<file path="src/rtl/nco_phase_accumulator.sv">
// nco_phase_accumulator: strobed NCO phase source with divider, phase-continuous FTW update, offset and clear
module nco_phase_accumulator #(
  parameter int ACC_WIDTH       = 48,
  parameter int INT_ANGLE_WIDTH = 32,
  parameter int DIV_WIDTH       = 16
) (
  input  logic                              clk,
  input  logic                              rst,
  input  logic                              i_en,
  input  logic [DIV_WIDTH-1:0]              i_sample_div,
  input  logic [ACC_WIDTH-1:0]              i_ftw,
  input  logic                              i_ftw_wr,
  input  logic                              i_update_at_wrap,
  input  logic [INT_ANGLE_WIDTH-1:0]        i_phase_offset,
  input  logic                              i_phase_clr,
  output logic                              o_valid,
  output logic signed [INT_ANGLE_WIDTH-1:0] o_target_angle,
  output logic                              o_wrap,
  output logic                              o_ftw_pending
);
  logic [DIV_WIDTH-1:0]       cnt;
  logic [ACC_WIDTH-1:0]       acc, ftw_active, ftw_pend, ftw_used;
  logic [INT_ANGLE_WIDTH-1:0] ph1;
  logic                       carry_q, mode, tick, apply, v1, w1;
  always_comb begin
    tick     = i_en && cnt == i_sample_div && !i_phase_clr;
    apply    = tick && o_ftw_pending && (!mode || carry_q);
    ftw_used = apply ? ftw_pend : ftw_active;
  end
  always_ff @(posedge clk)
    if (rst) begin
      cnt            <= '0;
      acc            <= '0;
      carry_q        <= 1'b0;
      ftw_active     <= '0;
      ftw_pend       <= '0;
      mode           <= 1'b0;
      ph1            <= '0;
      w1             <= 1'b0;
      v1             <= 1'b0;
      o_valid        <= 1'b0;
      o_target_angle <= '0;
      o_wrap         <= 1'b0;
      o_ftw_pending  <= 1'b0;
    end else begin
      cnt <= (tick || !i_en || i_phase_clr) ? '0 : cnt + 1'b1;
      v1  <= tick;
      if (tick) begin
        ph1            <= acc[ACC_WIDTH-1 -: INT_ANGLE_WIDTH];
        w1             <= carry_q;
        {carry_q, acc} <= {1'b0, acc} + {1'b0, ftw_used};
      end else if (i_phase_clr) begin
        acc     <= '0;
        carry_q <= 1'b0;
      end
      if (apply)
        ftw_active <= ftw_pend;
      if (i_ftw_wr) begin
        ftw_pend      <= i_ftw;
        mode          <= i_update_at_wrap;
        o_ftw_pending <= 1'b1;
      end else if (apply)
        o_ftw_pending <= 1'b0;
      o_valid <= v1 && !i_phase_clr;
      if (v1 && !i_phase_clr) begin
        o_target_angle <= ph1 + i_phase_offset;
        o_wrap         <= w1;
      end
    end
endmodule

</file>
<file path="config.mk">
export PLATFORM = sky130hd
export DESIGN_NAME = nco_phase_accumulator
export DESIGN_NICKNAME = d
export VERILOG_FILES = /design/src/rtl/nco_phase_accumulator.sv
export SDC_FILE = /design/constraint.sdc
export NUM_CORES = 1
export LEC_CHECK = 0
export CAP_MARGIN = 0
export CORE_ASPECT_RATIO = 0.5
export CORE_MARGIN = 5
export CORE_UTILIZATION = 60
export DETAILED_ROUTE_END_ITERATION = 8
export PLACE_DENSITY_LB_ADDON = 0.1
export SLEW_MARGIN = 10
export SYNTH_ARGS = -nofsm -noshare
export SYNTH_HDL_FRONTEND = slang
export SYNTH_SLANG_ARGS = --single-unit
</file>
<file path="constraint.sdc">
create_clock -name clk -period 8.6 [get_ports clk]
set_input_delay 1.29 -clock clk [delete_from_list [all_inputs] [get_ports clk]]
set_output_delay 1.29 -clock clk [all_outputs]
set_load 0.01 [all_outputs]
</file>
==> results_dict.tcl, run 1 <==
set metrics [dict create \
    post-place-ws_ps 1020 \
    synth_ff_type "dfxtp_1" \
    finalSetupViolations 0 \
    power_switching_share_pct 22.4 \
    areaGrowthSynthToFinish_pct 17.5 \
    clock_latency_ps 520 \
    drc 0 \
    chipWidth_um 215 \
    arrival_ps 7660 \
    syn_inst 1593 \
    start_kind "primary input" \
    fin_crit_sh_pct 83.9 \
    drt_wl_total_um 33500 \
    drv_slew 0 \
    synth_edf_count 0 \
    grt_max_degree 100 \
    drt-initial-drc-count 976 \
    clockPowerShare_pct 45.5 \
    ys_ff_latch 231 \
    yosys-top-cells-count "390 x nand2_1, 231 x dfxtp_1, 220 x a21oi_1" \
    synth_area_leaders "dfxtp_1 37%, nand2_1 12%, a21oi_1 8.8%" \
    fp.dieH_um 112 \
    synth.most_common_cell "nand2_1" \
    worstSetupPathType "in2reg" \
    post-cts-setup-buffers 0 \
    p_sw_uw 504 \
    drive_gt1_share_pct 3.76 \
    totalPowerFinal_mw 2.25 \
    grt_pass1_vias 10999 \
    num_io_pins 137 \
    vias 11500 \
    antenna_found_initial 0 \
    start_util_pct 61.2 \
    grt.overflow.total 0 \
    antennaDiodeCount 0 \
    rsz0062_at_grt "no" \
    synth_top_area_share_pct 36.8 \
    p_comb_share_pct 5.9 \
    routed_via_density 5.83 \
    leakagePower_nw 6.18 \
    firstDrtPassIters 6 \
    htreeDepth 1 \
    irDropWorstVdd_v 0.000170 \
    powerDensity_mw_per_mm2 152 \
    seqPwrFrac_pct 48.6 \
    tightest_slew_ps 1130 \
    cts_num_sinks 231 \
    final_cell_area_mm2 0.0148 \
    syn_area_mm2 0.0126 \
    std_cell_rows 37 \
    clock_path_buffers 3 \
    clk_pin_slew_worst_paths_ps 70 \
    yosysWarnings 0 \
    place.gp.congestion 0.929 \
    maxCapViolCount 0 \
    utilization_pct 71.9 \
    post_cts_resized 0 \
    wl_per_cell_um 17.0 \
    synth_top_area_cell "dfxtp_1" \
    min_period_ps 7210 \
    slew_headroom_pct 24.9 \
    cts-root-buf "clkbuf_16" \
    nets 1875 \
    cts_tree "built" \
    clock.fmax_mhz 139 \
    outcome "finished, final reports clean" \
    dp_hpwl_um 24900 \
    crit_fanout 40 \
    finalWorstSetupSlack_ps 1390 \
    min_path_type "reg2reg" \
    grt_pass1_wl_um 55300 \
    end_kind "flop" \
    detail-route-antenna-nets 0 \
    track_usage_pct 27.2 \
    ctsHoldBuffers 0 \
    hold_violations 0 \
    dieArea_mm2 0.0241 \
    worstPathRequired_ps 9050 \
    place_area_mm2 0.0140 \
    setup-tns-final_ps 0 \
    async_flop_share_pct 0 \
    ys_seq_area_share_pct 36.8 \
    internal_power_mw 1.74 \
    synth_fp_nets 1783 \
    portBuffers 136 \
    core_area_mm2 0.0206 \
    skew_ps 17.2 \
    synth_cell_type_count 68 \
    syn_avg_cell_area_um2 7.89 \
    cts-buffers-inserted 21 \
]
-- path summary, 6_finish.rpt --
path                                                         to  slack [ps]  cells past startpoint                             from
worst min register to register  o_target_angle[23]$_SDFFE_PP0P_         450                      2  o_target_angle[23]$_SDFFE_PP0P_
worst max register to register             acc[43]$_SDFFE_PP0P_        2190                     23                cnt[3]$_SDFF_PP0_
worst min-delay path            o_target_angle[23]$_SDFFE_PP0P_         450                      2  o_target_angle[23]$_SDFFE_PP0P_
worst max-delay path                       acc[43]$_SDFFE_PP0P_        1390                     24                  i_sample_div[3]
-- flip-flops by register name, indices dropped and copies added, names as in the netlist --
signal          cells
acc                48
carry_q             1
cnt                16
ftw_active         48
ftw_pend           48
mode                1
o_ftw_pending       1
o_target_angle     32
o_valid             1
o_wrap              1
ph1                32
v1                  1
w1                  1
-- final cells by class --
cell class / count / area (um^2)
sequential: 231 / 4620
fill: 1642 / 5780
clock inverter: 12 / 159
multi-input combinational: 1264 / 7550
timing repair buffer: 146 / 1430
tap: 273 / 342
inverter: 21 / 78.8
clock buffer: 26 / 594
-- metal layers --
metal,global-route usage (%),wire (um)
met1,39.2,16200
met3,4.99,2430
met2,43.6,14500
met5,0,0
met4,3.99,388
-- placed cells by master (no fill, tap or decap), types with 35 or more instances in the layout --
cell	count
a21o_1	35
a21oi_1	220
dfxtp_1	231
nand2_1	390
clkdlybuf4s50_1	134
xor2_1	41
nor2_1	115
o21ai_0	49
xnor2_1	54
mux2i_1	50
ha_1	86
-- stage by stage --
stage | hold slack, ps | cells
final | 453 | 1973
after global routing | 466 | 1973
after CTS | 453 | 1973
after detailed placement | 445 | 1935
after global placement | 438 | 1935
after floorplan | 432 | 1593
-- logic make-up after synthesis --
group,Yosys count,share of synthesized area [%]
and+or+nand+nor,626,21.0
xor gates and xnor gates,95,6.62
buffers and inverters,98,3.29
AOI/OAI and AO/OA,405,19.5
adders and majority gates,88,8.87
DFF,231,36.8
muxes,50,3.98
-- power by group through the flow --
stage          combinational, mW  clock, mW  sequential [mW]
2_1_floorplan             0.0663          0             1.11
3_3_place_gp               0.127          0             1.12
3_5_place_dp               0.131          0             1.12
4_1_cts                    0.132       1.04             1.09
5_1_grt                    0.143       1.09             1.09
6_report                   0.132       1.02             1.09
-- worst max-delay path, cell delays in order --
cell and delay [ps]:
clkdlybuf4s50_1 410, xnor2_1 230, nand2_1 80, nor3_1 140, nand4_1 170, or4_1 530, buf_4 310, nor2_4 130
buf_4 350, nand3_1 530, buf_4 460, nand2_1 140, nand2_1 70, ha_1 380, a21oi_1 220, o21ai_0 150
a221oi_2 390, a31oi_1 270, a21o_1 320, a2111oi_0 540, o31ai_1 150, xor2_1 150, nand2_1 70, a21oi_1 160
No activity file was read; power rests on OpenSTA's default activity.
==> run 2, diff against run 1 <==
--- a/config.mk
+++ b/config.mk
@@ -8,7 +8,7 @@
 export CAP_MARGIN = 0
 export CORE_ASPECT_RATIO = 0.5
 export CORE_MARGIN = 5
-export CORE_UTILIZATION = 60
+export CORE_UTILIZATION = 57
 export DETAILED_ROUTE_END_ITERATION = 8
 export PLACE_DENSITY_LB_ADDON = 0.1
 export SLEW_MARGIN = 10
==> constraint.sdc (replaced) <==
create_clock -name clk -period 7 [get_ports clk]
set_input_delay 1.05 -clock clk [delete_from_list [all_inputs] [get_ports clk]]
set_output_delay 1.05 -clock clk [all_outputs]
set_load 0.01 [all_outputs]
==> run 2 against run 1 <==
  * Highest routed layer unchanged
  * Sequential cell count did not move
  * Power rose by 22%
  * Worst hold slack got worse by 4.7 ps
  * Critical path depth fell by 3
  * Via count fell by 0.70%
  * Design area rose by 0.36%
  * Combinational power rose by 24%
  * Non-clock buffer count rose by 2
==> results_dict.tcl, run 2 (synthesis results as in run 1) <==
set metrics [dict create \
    post-cts-setup-buffers 0 \
    htreeDepth 1 \
    clock_path_buffers 3 \
    outcome "finished, final reports clean" \
    post_cts_resized 0 \
    irDropWorstVdd_v 0.000201 \
    skew_ps 12.1 \
    seqPwrFrac_pct 48.8 \
    place_area_mm2 0.0141 \
    antenna_found_initial 1 \
    maxCapViolCount 0 \
    firstDrtPassIters 5 \
    use_met2_pct 41.5 \
    slew_headroom_pct 23.5 \
    worst_path_max_delay_cell "and3_1" \
    grt_pass1_vias 10984 \
    clk_pin_slew_worst_paths_ps 70 \
    setup-tns-final_ps 0 \
    areaGrowthSynthToFinish_pct 17.9 \
    wl_per_cell_um 16.8 \
    chipWidth_um 220 \
    internal_power_mw 2.14 \
    use_met3_pct 4.68 \
    cts_tree "built" \
    cts-buffers-inserted 22 \
    drt-initial-drc-count 956 \
    drive_gt1_share_pct 3.81 \
    detail-route-antenna-nets 0 \
    end_kind "flop" \
    routed_via_density 5.70 \
    p_sw_uw 612 \
    ctsHoldBuffers 0 \
    portBuffers 136 \
    clock.fmax_mhz 165 \
    clock_latency_ps 520 \
    grt_max_degree 97 \
    final_cell_mix "390 x nand2_1, 231 x dfxtp_1, 220 x a21oi_1" \
    clockPowerShare_pct 45.2 \
    fin_crit_sh_pct 86.4 \
    track_usage_pct 26.5 \
    arrival_ps 6500 \
    final_common_cell "nand2_1" \
    crit_fanout 17 \
    drv_slew 0 \
    drt_wl_total_um 33700 \
    hold_violations 0 \
    std_cell_rows 38 \
    crit_family "compound AO/OA/AOI/OAI gates" \
    dieArea_mm2 0.0253 \
    powerDensity_mw_per_mm2 185 \
    cpPeakStageDelay_ps 640 \
    start_util_pct 58.0 \
    worstSetupPathType "in2reg" \
    rsz0062_at_grt "no" \
    fp.dieH_um 115 \
    grt.overflow.total 0 \
    largest_registers "acc (48), ftw_active (48), ftw_pend (48)" \
    core_area_mm2 0.0217 \
    num_io_pins 137 \
    tightest_slew_ps 1150 \
    gr-max-usage-layer "met2" \
    dp_hpwl_um 25200 \
    place.gp.congestion 0.955 \
    cp_num_buf_inv 1 \
    vias 11420 \
    num-fill-cells 1861 \
    crit_top_cell "nand2_1" \
    leakagePower_nw 6.18 \
    start_kind "primary input" \
    nets 1878 \
    worstPathRequired_ps 7450 \
    power_switching_share_pct 22.2 \
    min_period_ps 6050 \
    p_comb_share_pct 6.0 \
    cts-root-buf "clkbuf_16" \
    grt.met1_usage_pct 38.7 \
    final_cell_area_mm2 0.0148 \
    drc 0 \
    grt_pass1_wl_um 55200 \
    min_path_type "reg2reg" \
    cts_num_sinks 231 \
    crit_path_cell_trace "clkdlybuf4s50_1 -> xnor2_1 -> nand2_1 -> nor3_1 -> nand4_1 -> or4_1 -> nor2_4 -> and3_1 -> nand2_1 -> nand2_1 -> ha_1 -> a21oi_1 -> o21ai_0 -> a221oi_2 -> a31oi_1 -> a21o_1 -> a211o_4 -> a21oi_1 -> xnor2_1 -> nand2_1 -> a21oi_1" \
    finalSetupViolations 0 \
]
-- run 2: through the flow --
stage | utilization [%] | hold WS [ps] | power (mW) | setup WS [ps] | instances
after floorplan | - | 432 | 1.45 | 1680 | 1593
after global placement | 64.9 | 439 | 1.53 | 652 | 1964
after detailed placement | 64.9 | 445 | 1.53 | 538 | 1964
after CTS | 68.4 | 452 | 2.77 | 1050 | 2004
after global routing | 68.4 | 461 | 2.85 | 622 | 2004
final | 68.4 | 449 | 2.75 | 953 | 2005
-- run 2: cell type report --
| class | count | area (um^2) | area share [%] |
|---|---|---|---|
| inverter | 21 | 78.8 | 0.532 |
| sequential | 231 | 4620 | 31.2 |
| multi-input combinational | 1264 | 7550 | 50.9 |
| clock buffer | 30 | 642 | 4.33 |
| antenna | 1 | 2.50 | 0.0169 |
| timing repair buffer | 148 | 1440 | 9.74 |
| tap | 300 | 375 | 2.53 |
| clock inverter | 10 | 113 | 0.760 |
-- run 2: layer usage --
layer,wire (um),part of all wire (%),vias up
li1,-,-,5724
met1,16600,49,5327
met2,14200,42,314
met3,2270,6.7,55
met4,596,1.8,0
met5,0,0,-
-- run 2: worst min-delay path: cells and delay by family (launching register included) --
kind               cells  cell delay (ps)
AOI/OAI and AO/OA      1               50
and+or+nand+nor        1               50
DFF                    1              310
-- run 2: worst paths after layout --
| check | from | end | slack, ps | cells after the start |
|---|---|---|---|---|
| hold reg to reg | o_target_angle[17]$_SDFFE_PP0P_ | o_target_angle[17]$_SDFFE_PP0P_ | 450 | 2 |
| hold / removal | o_target_angle[17]$_SDFFE_PP0P_ | o_target_angle[17]$_SDFFE_PP0P_ | 450 | 2 |
| setup reg to reg | cnt[5]$_SDFF_PP0_ | acc[45]$_SDFFE_PP0P_ | 1510 | 19 |
| setup / recovery | i_sample_div[3] | acc[45]$_SDFFE_PP0P_ | 950 | 21 |
-- run 2: power by group through the flow --
stage,Sequential (mW),Clock [mW],Combinational [mW]
after detailed placement,1.37,0,0.163
after global placement,1.37,0,0.158
after global routing,1.34,1.33,0.178
after floorplan,1.37,0,0.0815
final,1.34,1.24,0.164
after CTS,1.34,1.26,0.163
==> run 3, diff against run 2 <==
--- a/config.mk
+++ b/config.mk
@@ -10,8 +10,10 @@
 export CORE_MARGIN = 5
 export CORE_UTILIZATION = 57
 export DETAILED_ROUTE_END_ITERATION = 8
+export GPL_TIMING_DRIVEN = 0
 export PLACE_DENSITY_LB_ADDON = 0.1
 export SLEW_MARGIN = 10
 export SYNTH_ARGS = -nofsm -noshare
 export SYNTH_HDL_FRONTEND = slang
 export SYNTH_SLANG_ARGS = --single-unit
+export TNS_END_PERCENT = 10
==> run 3 against run 2 <==
  * Final cell count up 3.1%
  * Worst hold slack better by 1.6 ps
  * Die area unchanged
  * Critical path depth up 4
  * Combinational power up 5%
  * Maximum frequency down 6.9%
  * Wire length up 6.2%
  * Register-to-register slack worse by 400 ps
  * Clock power up 6%
  * Via count up 2.6%
  * Clock skew up 5.2 ps
  * Worst setup slack worse by 450 ps
  * Critical path type unchanged
  * Critical endpoint is now acc[36]$_SDFFE_PP0P_
==> results_dict.tcl, run 3 (synthesis results as in run 1) <==
set metrics [dict create \
    outcome "finished, final reports clean" \
    cp-startpoint "i_sample_div[3]" \
    min_path_cells 2 \
    start_kind "primary input" \
    slew_headroom_pct 41.4 \
    std_cell_rows 38 \
    worstSetupPathType "in2reg" \
    drt_wl_total_um 35800 \
    powerDensity_mw_per_mm2 187 \
    dp_cells 2028 \
    worstPathRequired_ps 7440 \
    areaGrowthSynthToFinish_pct 20.1 \
    maxCapViolCount 0 \
    firstDrtPassIters 6 \
    drc 0 \
    use_met2_pct 44.2 \
    nets 1942 \
    end_kind "flop" \
    timing.rr.end "acc[36]$_SDFFE_PP0P_" \
    dieArea_mm2 0.0253 \
    final_cell_mix "390 x nand2_1, 231 x dfxtp_1, 220 x a21oi_1" \
    tightest_slew_ps 879 \
    cts_tree "built" \
    totalPowerFinal_mw 2.82 \
    num_io_pins 137 \
    post-place-ws_ps 125 \
    r2r_start "cnt[3]$_SDFF_PP0_" \
    finalWorstSetupSlack_ps 501 \
    drv_slew 0 \
    grt_pass1_wl_um 57100 \
    use_met3_pct 5.37 \
    fp.dieH_um 115 \
    routed_via_density 5.67 \
    fin_cells 2067 \
    cpPeakStageDelay_ps 540 \
    cp-endpoint "acc[36]$_SDFFE_PP0P_" \
    gr-max-usage-layer "met2" \
    place.gp.congestion 0.961 \
    cts-root-buf "clkbuf_16" \
    drive_gt1_share_pct 3.34 \
    leakagePower_nw 6.28 \
    rrSetupSlack_ps 1110 \
    cp_num_buf_inv 4 \
    fin_crit_sh_pct 92.8 \
    hold_violations 0 \
    clock.fmax_mhz 154 \
    antenna_found_initial 0 \
    rsz0062_at_grt "no" \
    worst_path_max_delay_cell "or4_1" \
    clk_pin_slew_worst_paths_ps 70 \
    final_common_cell "nand2_1" \
    start_util_pct 58.0 \
    irDropWorstVdd_v 0.000176 \
    finalSetupViolations 0 \
    chipWidth_um 220 \
    antennaDiodeCount 0 \
    min_path_type "reg2reg" \
    dp_hpwl_um 28400 \
    largest_registers "acc (48), ftw_active (48), ftw_pend (48)" \
    utilization_pct 69.6 \
    post_cts_resized 0 \
    cts_num_sinks 231 \
    detail-route-antenna-nets 0 \
    wl_per_cell_um 17.3 \
    ctsHoldBuffers 0 \
    post-cts-setup-buffers 0 \
    clock_path_buffers 3 \
    track_usage_pct 27.9 \
    drt-initial-drc-count 897 \
    crit_fanout 10 \
    grt_max_degree 17 \
    skew_ps 17.3 \
    worst-path-stages 25 \
    grt.met1_usage_pct 40.1 \
    portBuffers 135 \
    arrival_ps 6940 \
    htreeDepth 1 \
    cts-buffers-inserted 22 \
    min_period_ps 6500 \
    setup-tns-final_ps 0 \
    worst_r2r_path_depth 24 \
    crit_family "compound AO/OA/AOI/OAI gates" \
    num-fill-cells 1836 \
    clock_latency_ps 520 \
    grt.overflow.total 0 \
    crit_top_cell "nand2_1" \
    vias 11715 \
    grt_pass1_vias 11344 \
    core_area_mm2 0.0217 \
]
[run 3: worst min-delay path by stage]
stage / start / to / slack [ps]
6_report: o_target_angle[26]$_SDFFE_PP0P_ / o_target_angle[26]$_SDFFE_PP0P_ / 450
4_1_cts: o_target_angle[26]$_SDFFE_PP0P_ / o_target_angle[26]$_SDFFE_PP0P_ / 450
3_3_place_gp: o_target_angle[12]$_SDFFE_PP0P_ / o_target_angle[12]$_SDFFE_PP0P_ / 440
5_1_grt: acc[3]$_SDFFE_PP0P_ / acc[3]$_SDFFE_PP0P_ / 470
3_5_place_dp: o_target_angle[26]$_SDFFE_PP0P_ / o_target_angle[26]$_SDFFE_PP0P_ / 440
2_1_floorplan: w1$_SDFFE_PP0P_ / w1$_SDFFE_PP0P_ / 430
[run 3: metal layers]
metal	share of wire, %	up-vias	wire, um
met4	2.0	0	715
met5	0	-	0
li1	-	5852	-
met2	42	395	15000
met3	8.0	48	2880
met1	48	5420	17200
[run 3: report_power, final]
| group | switching [mW] | internal (mW) |
|---|---|---|
| clock network | 0.521 | 0.784 |
| registers | 0.0113 | 1.33 |
| logic | 0.0842 | 0.0885 |
[run 3: area by class of cell]
cell class / instances / area (um^2) / area share (%)
multi-input combinational: 1264 / 7540 / 50.0
sequential: 231 / 4620 / 30.6
timing repair buffer: 135 / 1350 / 8.95
clock buffer: 30 / 632 / 4.18
tap: 300 / 375 / 2.49
buffer: 77 / 335 / 2.22
clock inverter: 9 / 158 / 1.04
inverter: 21 / 78.8 / 0.522
[run 3: through the flow]
step | hold slack (ps) | cell area [um^2]
global placement | 438 | 14300
finish | 450 | 15100
floorplan | 432 | 12600
global route | 471 | 15100
CTS | 452 | 15100
detailed placement | 444 | 14300
[run 3: worst reg2reg max path, cell delays in order (launching register included)]
cell and delay (ps):
dfxtp_1 410, xnor2_1 170, nand2_1 80, nor3_1 130, nand4_1 160, or4_1 540
clkbuf_1 210, nor2_4 290, nand3_1 180, clkbuf_1 400, nand2_1 210, nand2_1 80
ha_1 220, inv_1 80, fa_1 200, nor2b_1 70, o31a_1 270, o311ai_1 500
a21oi_1 310, o21ai_0 520, o21ai_0 210, a31oi_1 230, xnor2_1 150, nand2_1 70
a21oi_1 150
